<file path="src/rtl/rf_pkg.sv">
// Shared constants for the register-file write-back path: default widths,
// requester count/indices and the fixed-priority pick helper.
package rf_pkg;
  localparam int RF_DATA_W  = 32;
  localparam int RF_ADDR_W  = 5;
  localparam int NREQ       = 3;
  localparam int REQ_LOAD   = 0;
  localparam int REQ_MULDIV = 1;
  localparam int REQ_ALU    = 2;

  // Isolates the lowest set bit, so index 0 has highest priority.
  function automatic logic [NREQ-1:0] pick_lowest(input logic [NREQ-1:0] v);
    return v & (~v + NREQ'(1));
  endfunction
endpackage

</file>
<file path="src/rtl/rf_scoreboard.sv">
// Pending-write scoreboard: one bit per architectural register (r0 excluded),
// raising stall when a source or the issuing destination is still in flight.
module rf_scoreboard
  import rf_pkg::*;
#(
  parameter int ADDR_W = RF_ADDR_W
) (
  input  logic              clk,
  input  logic              rst,
  input  logic              iss_valid,
  input  logic [ADDR_W-1:0] iss_dest,
  input  logic              wr_en,
  input  logic [ADDR_W-1:0] wr_addr,
  input  logic [ADDR_W-1:0] Reg1,
  input  logic [ADDR_W-1:0] Reg2,
  output logic              stall
);
  localparam int NREG = 2 ** ADDR_W;

  logic [NREG-1:0] pending;

  // A new issue to a register outranks a write-back retiring it in the same cycle.
  always_ff @(posedge clk or posedge rst) begin
    if (rst) begin
      pending <= '0;
    end else begin
      pending[0] <= 1'b0;
      for (int j = 1; j < NREG; j++) begin
        if (iss_valid && iss_dest == ADDR_W'(j))
          pending[j] <= 1'b1;
        else if (wr_en && wr_addr == ADDR_W'(j))
          pending[j] <= 1'b0;
      end
    end
  end

  assign stall = pending[Reg1] | pending[Reg2] | (iss_valid & pending[iss_dest]);
endmodule

</file>
<file path="src/rtl/rf_wb_arbiter.sv">
// Write-back arbiter: grants one of LOAD/MULDIV/ALU per cycle with starvation
// promotion, registers the winning write onto the register-file port.
module rf_wb_arbiter
  import rf_pkg::*;
#(
  parameter int DATA_W       = RF_DATA_W,
  parameter int ADDR_W       = RF_ADDR_W,
  parameter int STARVE_LIMIT = 4
) (
  input  logic                   clk,
  input  logic                   rst,
  input  logic [NREQ-1:0]        req_valid,
  input  logic [NREQ*ADDR_W-1:0] req_addr,
  input  logic [NREQ*DATA_W-1:0] req_data,
  output logic [NREQ-1:0]        req_ready,
  output logic                   RegWre,
  output logic [ADDR_W-1:0]      WriteReg,
  output logic [DATA_W-1:0]      WriteData,
  input  logic                   iss_valid,
  input  logic [ADDR_W-1:0]      iss_dest,
  input  logic [ADDR_W-1:0]      Reg1,
  input  logic [ADDR_W-1:0]      Reg2,
  output logic                   stall
);
  localparam int CNT_W = $clog2(STARVE_LIMIT + 1);

  logic [NREQ-1:0][CNT_W-1:0] wait_cnt;
  logic [NREQ-1:0]            starved;
  logic [NREQ-1:0]            gnt;
  logic                       xfer;
  logic [ADDR_W-1:0]          sel_addr;
  logic [DATA_W-1:0]          sel_data;

  for (genvar i = 0; i < NREQ; i++) begin : g_starve
    assign starved[i] = req_valid[i] && (wait_cnt[i] == CNT_W'(STARVE_LIMIT));
  end

  always_ff @(posedge clk or posedge rst) begin
    if (rst) begin
      wait_cnt <= '0;
    end else begin
      for (int i = 0; i < NREQ; i++) begin
        if (!req_valid[i] || gnt[i])
          wait_cnt[i] <= '0;
        else if (!starved[i])
          wait_cnt[i] <= wait_cnt[i] + CNT_W'(1);
      end
    end
  end

  // Any starved requester preempts base priority; the same index order breaks ties.
  always_comb begin
    gnt = '0;
    if (!rst)
      gnt = (|starved) ? pick_lowest(starved) : pick_lowest(req_valid);
  end

  assign req_ready = gnt;
  assign xfer      = |gnt;

  always_comb begin
    sel_addr = '0;
    sel_data = '0;
    for (int i = 0; i < NREQ; i++) begin
      if (gnt[i]) begin
        sel_addr = req_addr[i*ADDR_W +: ADDR_W];
        sel_data = req_data[i*DATA_W +: DATA_W];
      end
    end
  end

  // Writes to r0 still consume the grant but never reach the register file.
  always_ff @(posedge clk or posedge rst) begin
    if (rst) begin
      RegWre    <= 1'b0;
      WriteReg  <= '0;
      WriteData <= '0;
    end else begin
      RegWre <= xfer && (sel_addr != '0);
      if (xfer) begin
        WriteReg  <= sel_addr;
        WriteData <= sel_data;
      end
    end
  end

  rf_scoreboard #(.ADDR_W(ADDR_W)) u_sb (
    .clk       (clk),
    .rst       (rst),
    .iss_valid (iss_valid),
    .iss_dest  (iss_dest),
    .wr_en     (RegWre),
    .wr_addr   (WriteReg),
    .Reg1      (Reg1),
    .Reg2      (Reg2),
    .stall     (stall)
  );
endmodule

</file>
<file path="config.mk">
export PLATFORM = sky130hd
export DESIGN_NAME = rf_wb_arbiter
export DESIGN_NICKNAME = d
export VERILOG_FILES = /design/src/rtl/rf_pkg.sv /design/src/rtl/rf_scoreboard.sv /design/src/rtl/rf_wb_arbiter.sv
export SDC_FILE = /design/constraint.sdc
export NUM_CORES = 1
export LEC_CHECK = 0
export CAP_MARGIN = 5
export CELL_PAD_IN_SITES_DETAIL_PLACEMENT = 0
export CELL_PAD_IN_SITES_GLOBAL_PLACEMENT = 1
export CORE_MARGIN = 2
export CORE_UTILIZATION = 30
export CTS_CLUSTER_DIAMETER = 60
export DETAILED_ROUTE_END_ITERATION = 8
export GPL_TIMING_DRIVEN = 0
export PLACE_DENSITY_LB_ADDON = 0.3
export SYNTH_ARGS = -nofsm -noshare
export SYNTH_HDL_FRONTEND = slang
export SYNTH_SLANG_ARGS = --single-unit
</file>
<file path="constraint.sdc">
create_clock -name clk -period 3.75 [get_ports clk]
set_input_delay 0.5625 -clock clk [delete_from_list [all_inputs] [get_ports clk]]
set_output_delay 0.5625 -clock clk [all_outputs]
set_load 0.02 [all_outputs]
</file>
==> flow_summary_export.csv <==
group,metric,value,unit
worst_setup_path,largest_driver_fanout_on_the_critical_path,10,
floorplanning,dieHeight,127,um
timing,final_hold_fails,0,
layout,area.growth.synth_to_final,49.1,%
run_status,run_status,"complete, no violations",
timing,total_of_endpoints_with_negative_setup_slack_in_the_final_report,0,
route,antenna_violating_nets_post_route,0,
worst_setup_path,chain_of_cells_forming_the_critical_path,"clkdlybuf4s50_1 > clkbuf_4 > mux2_2 > a221oi_1 > nor4_1 > nor4_1 > nand4_1 > clkdlybuf4s50_1",
synth,ys.warnings.count,0,
worst_setup_path,cp-startpoint,"Reg1[1]",
layout,final_net_count,735,
route,via_per_inst,5.62,
worst_setup_path,critPathKind,"input port to output port",
route,routed_wl,15.8,mm
synth,ys_seq_elements,78,
clock_network,clk_root_buffer_cell,"clkbuf_16",
global_routing,grt_remaining_overflow,0,
synth,synth-edff-count,0,
clock_network,tritoncts.num_buffers,9,
timing,timing.clock.skew,0.00481,ns
global_routing,grt_antenna_before_repair,0,
layout,antenna_cells,0,
timing,relSlewSlack,0.370,
place,placement.io_buffers,165,
layout,design_area,6780,sq um
worst_hold_path,hold_start,"WriteData[3]$_DFFE_PP0P_",
global_routing,grt_pass1_wl,25.0,mm
clock_network,path_clk_slew,0.06,ns
route,route.detailed.wl_per_inst,20.2,um
route,number_of_iterations_in_the_first_detailed_routing_pass,4,
worst_setup_path,number_of_buffer_and_inverter_instances_along_the_worst_setup_path,3,
worst_setup_path,setup.reg_to_reg.worst_slack,1.13,ns
timing,maxSlewViolCount,0,
worst_setup_path,cp-start-kind,"input port",
layout,final_layout_size_suffix_gt1_frac,0.113,
layout,commonest_cells_after_routing_fill_and_taps_aside,"164 x clkdlybuf4s50_1, 78 x dfrtp_1, 60 x o21ai_0",
route,route.vias.total,4408,
place,placed_cells,769,
clock_network,cts.path.max_buffers,2,
place,dpl_cell_area,6450,sq um
synth,synth.net_count,557,
global_routing,grt_use_total,0.200,
place,place.gp.congestion,0.821,
place,detailed_place_hpwl,12.3,mm
timing,worst_pin_slew,0.940,ns
worst_setup_path,crit-reg2reg-launch,"wait_cnt[0]$_DFFE_PP0P_",
synth,syn_std_cell_area,4550,sq um
worst_setup_path,slowest_library_cell_on_the_worst_path,"clkdlybuf4s50_1",
job,max_capacitance_violation_count,0,
layout,final_common_cell,"clkdlybuf4s50_1",
floorplanning,boundaryPins,174,
synth,number_of_standard_cells_after_synthesis,419,
synth,yosys_most_used_dff,"dfrtp_1",
worst_setup_path,critPathRequiredTime,3.19,ns
timing,hold_slack,0.516,ns
worst_setup_path,crit_arrival,3.09,ns
power_and_ir_drop,power_per_cell_area,511,nW/um^2
global_routing,grt_start_max_net_pins,44,
floorplanning,floorplan.die.width,127,um
clock_network,number_of_h_tree_branching_levels,3,
clock_network,cts_hold_buf,0,
layout,layout.area.seq,1950,sq um
power_and_ir_drop,ir_drop,0.177,mV
worst_setup_path,cp_top_family,"buffers and inverters",
floorplanning,core,14600,sq um
synth,synth_cell_types,48,
worst_setup_path,cp-end-kind,"output port",
synth,postSynthAreaPerCell,10.8,sq um
layout,instances_no_fill,785,
route,drt_drc_violations_left,0,
timing,unrepaired_setup_endpoints_after_global_routing,"no",
layout,multi_input_comb_area,2370,sq um
synth,asyncSetResetFlopFracSynth,1.00,
power_and_ir_drop,power_leakage,2.61,nW
floorplanning,initial_util,0.310,
worst_setup_path,max_stage_delay,0.55,ns
layout,fill_cells,1397,
worst_setup_path,reg2reg_depth,9,
floorplanning,number_of_cell_rows,44,
timing,final_min_period_over_clock_period,0.975,
worst_setup_path,timing.rr.end,"RegWre$_DFF_PP0_",
floorplanning,die_area,16200,sq um
clock_network,tritoncts_num_sinks,78,
global_routing,first_global_vias,4586,
clock_network,clock_latency,0.34,ns
timing,finalCriticalPeriod,3.65,ns
clock_network,clock_tree_from_tritoncts,"built",
worst_hold_path,worstHoldEndpoint,"WriteData[3]$_DFFE_PP0P_",
timing,achievable-frequency,274,MHz
route,dr.first_iter.drc_count,255,
synth,yosysSeqAreaShare,0.429,
worst_hold_path,hold_path.class,"register to register",
worst_hold_path,min_delay_path_depth,1,
==> power breakdown <==
group	total, W	internal (W)	switching, W
combinational	0.00117	0.000662	0.000512
sequential	0.00136	0.00109	0.000269
clock	0.000924	0.000577	0.000347
total	0.00346	0.00233	0.00113
==> synthesized netlist by cell type, types with 2 or more instances <==
master    instances  area share
o22ai_1           3      0.0041
xnor2_1           3      0.0058
nand2_1          23       0.019
buf_1             2      0.0017
ha_1              6       0.017
and2_4            2      0.0039
inv_1            10      0.0083
o211ai_1          5      0.0083
buf_6             7       0.017
a22o_1           34       0.066
dfrtp_1          78        0.43
clkbuf_1         13       0.011
nor3b_1           2      0.0033
or3b_2            2      0.0039
nor4_1            4      0.0055
nand3_1          13       0.014
a221o_1          34       0.075
a21oi_1           6      0.0066
a21o_1            3      0.0050
or3_1             2      0.0028
nor4b_1           3      0.0058
o21a_1            2      0.0033
nand4_1           7      0.0096
buf_2             5      0.0055
nand2b_1          8       0.011
o21ai_0          60       0.066
a31oi_1           6      0.0083
nor2b_1           8       0.011
mux4_2           19       0.094
nor2_1           16       0.013
nor3_1            5      0.0055
or2_2             2      0.0028
nand4b_1          2      0.0039
mux2_2            7       0.017
mux2i_1           4      0.0088
==> per-layer routing <==
layer	track usage	wire (um)	up-vias	part of all wire
li1	-	-	2019	-
met1	0.250	6440	2178	0.41
met2	0.338	7900	188	0.50
met3	0.0482	1160	23	0.073
met4	0.0724	337	0	0.021
met5	0	0	-	0
==> per-stage QoR <==
stage	worst slack [ns]	utilization	setup TNS, ns	power [W]
6_report	0.0951	0.463	0	0.00346
5_1_grt	0.0164	0.463	0	0.00365
4_1_cts	0.00829	0.462	0	0.00347
3_5_place_dp	-0.537	0.441	-2.84	0.00254
3_3_place_gp	-1.17	0.439	-27.63	0.00250
2_1_floorplan	0.584	-	0	0.00198
==> registers in the layout (all words and copies together) (netlist names) <==
name	flops
wait_cnt	9
RegWre	1
WriteReg	5
u_sb.pending	31
WriteData	32
==> worst max path at each step <==
stage	end	slack, ns	depth (start not counted)
finish	stall	0.1	8
global route	stall	0.02	8
floorplan	RegWre$_DFF_PP0_	0.58	7
global placement	req_ready[2]	-1.17	8
detailed placement	req_ready[2]	-0.54	9
CTS	stall	0.008	8
==> cell type report <==
cell class,instances,share of cell area
Buffer,27,0.0247
Multi-Input combinational cell,302,0.350
Clock buffer,9,0.0332
Timing Repair Buffer,167,0.248
Sequential cell,78,0.288
Tap cell,184,0.0340
Timing Repair inverter,1,0.000739
Clock inverter,6,0.0129
Inverter,11,0.00849
==> kinds of logic (layout without fill, tap and decap cells) <==
kind of cell               count (synthesis)  after routing  share of synthesized area
xor gates and xnor gates                   3              3                    0.00578
adders and majority gates                  6              6                     0.0165
and+or+nand+nor                          104            104                      0.126
AOI/OAI and AO/OA                        159            159                      0.254
DFF                                       78             78                      0.429
buffers and inverters                     39            221                     0.0487
muxes                                     30             30                      0.120
==> timing repair <==
action | in CTS | in global routing
setup endpoints to repair | 3 | 1
setup buffers | 1 | 0
gates resized for setup | 2 | 2
gates cloned | 1 | 0
No activity file was read; power rests on OpenSTA's default activity.
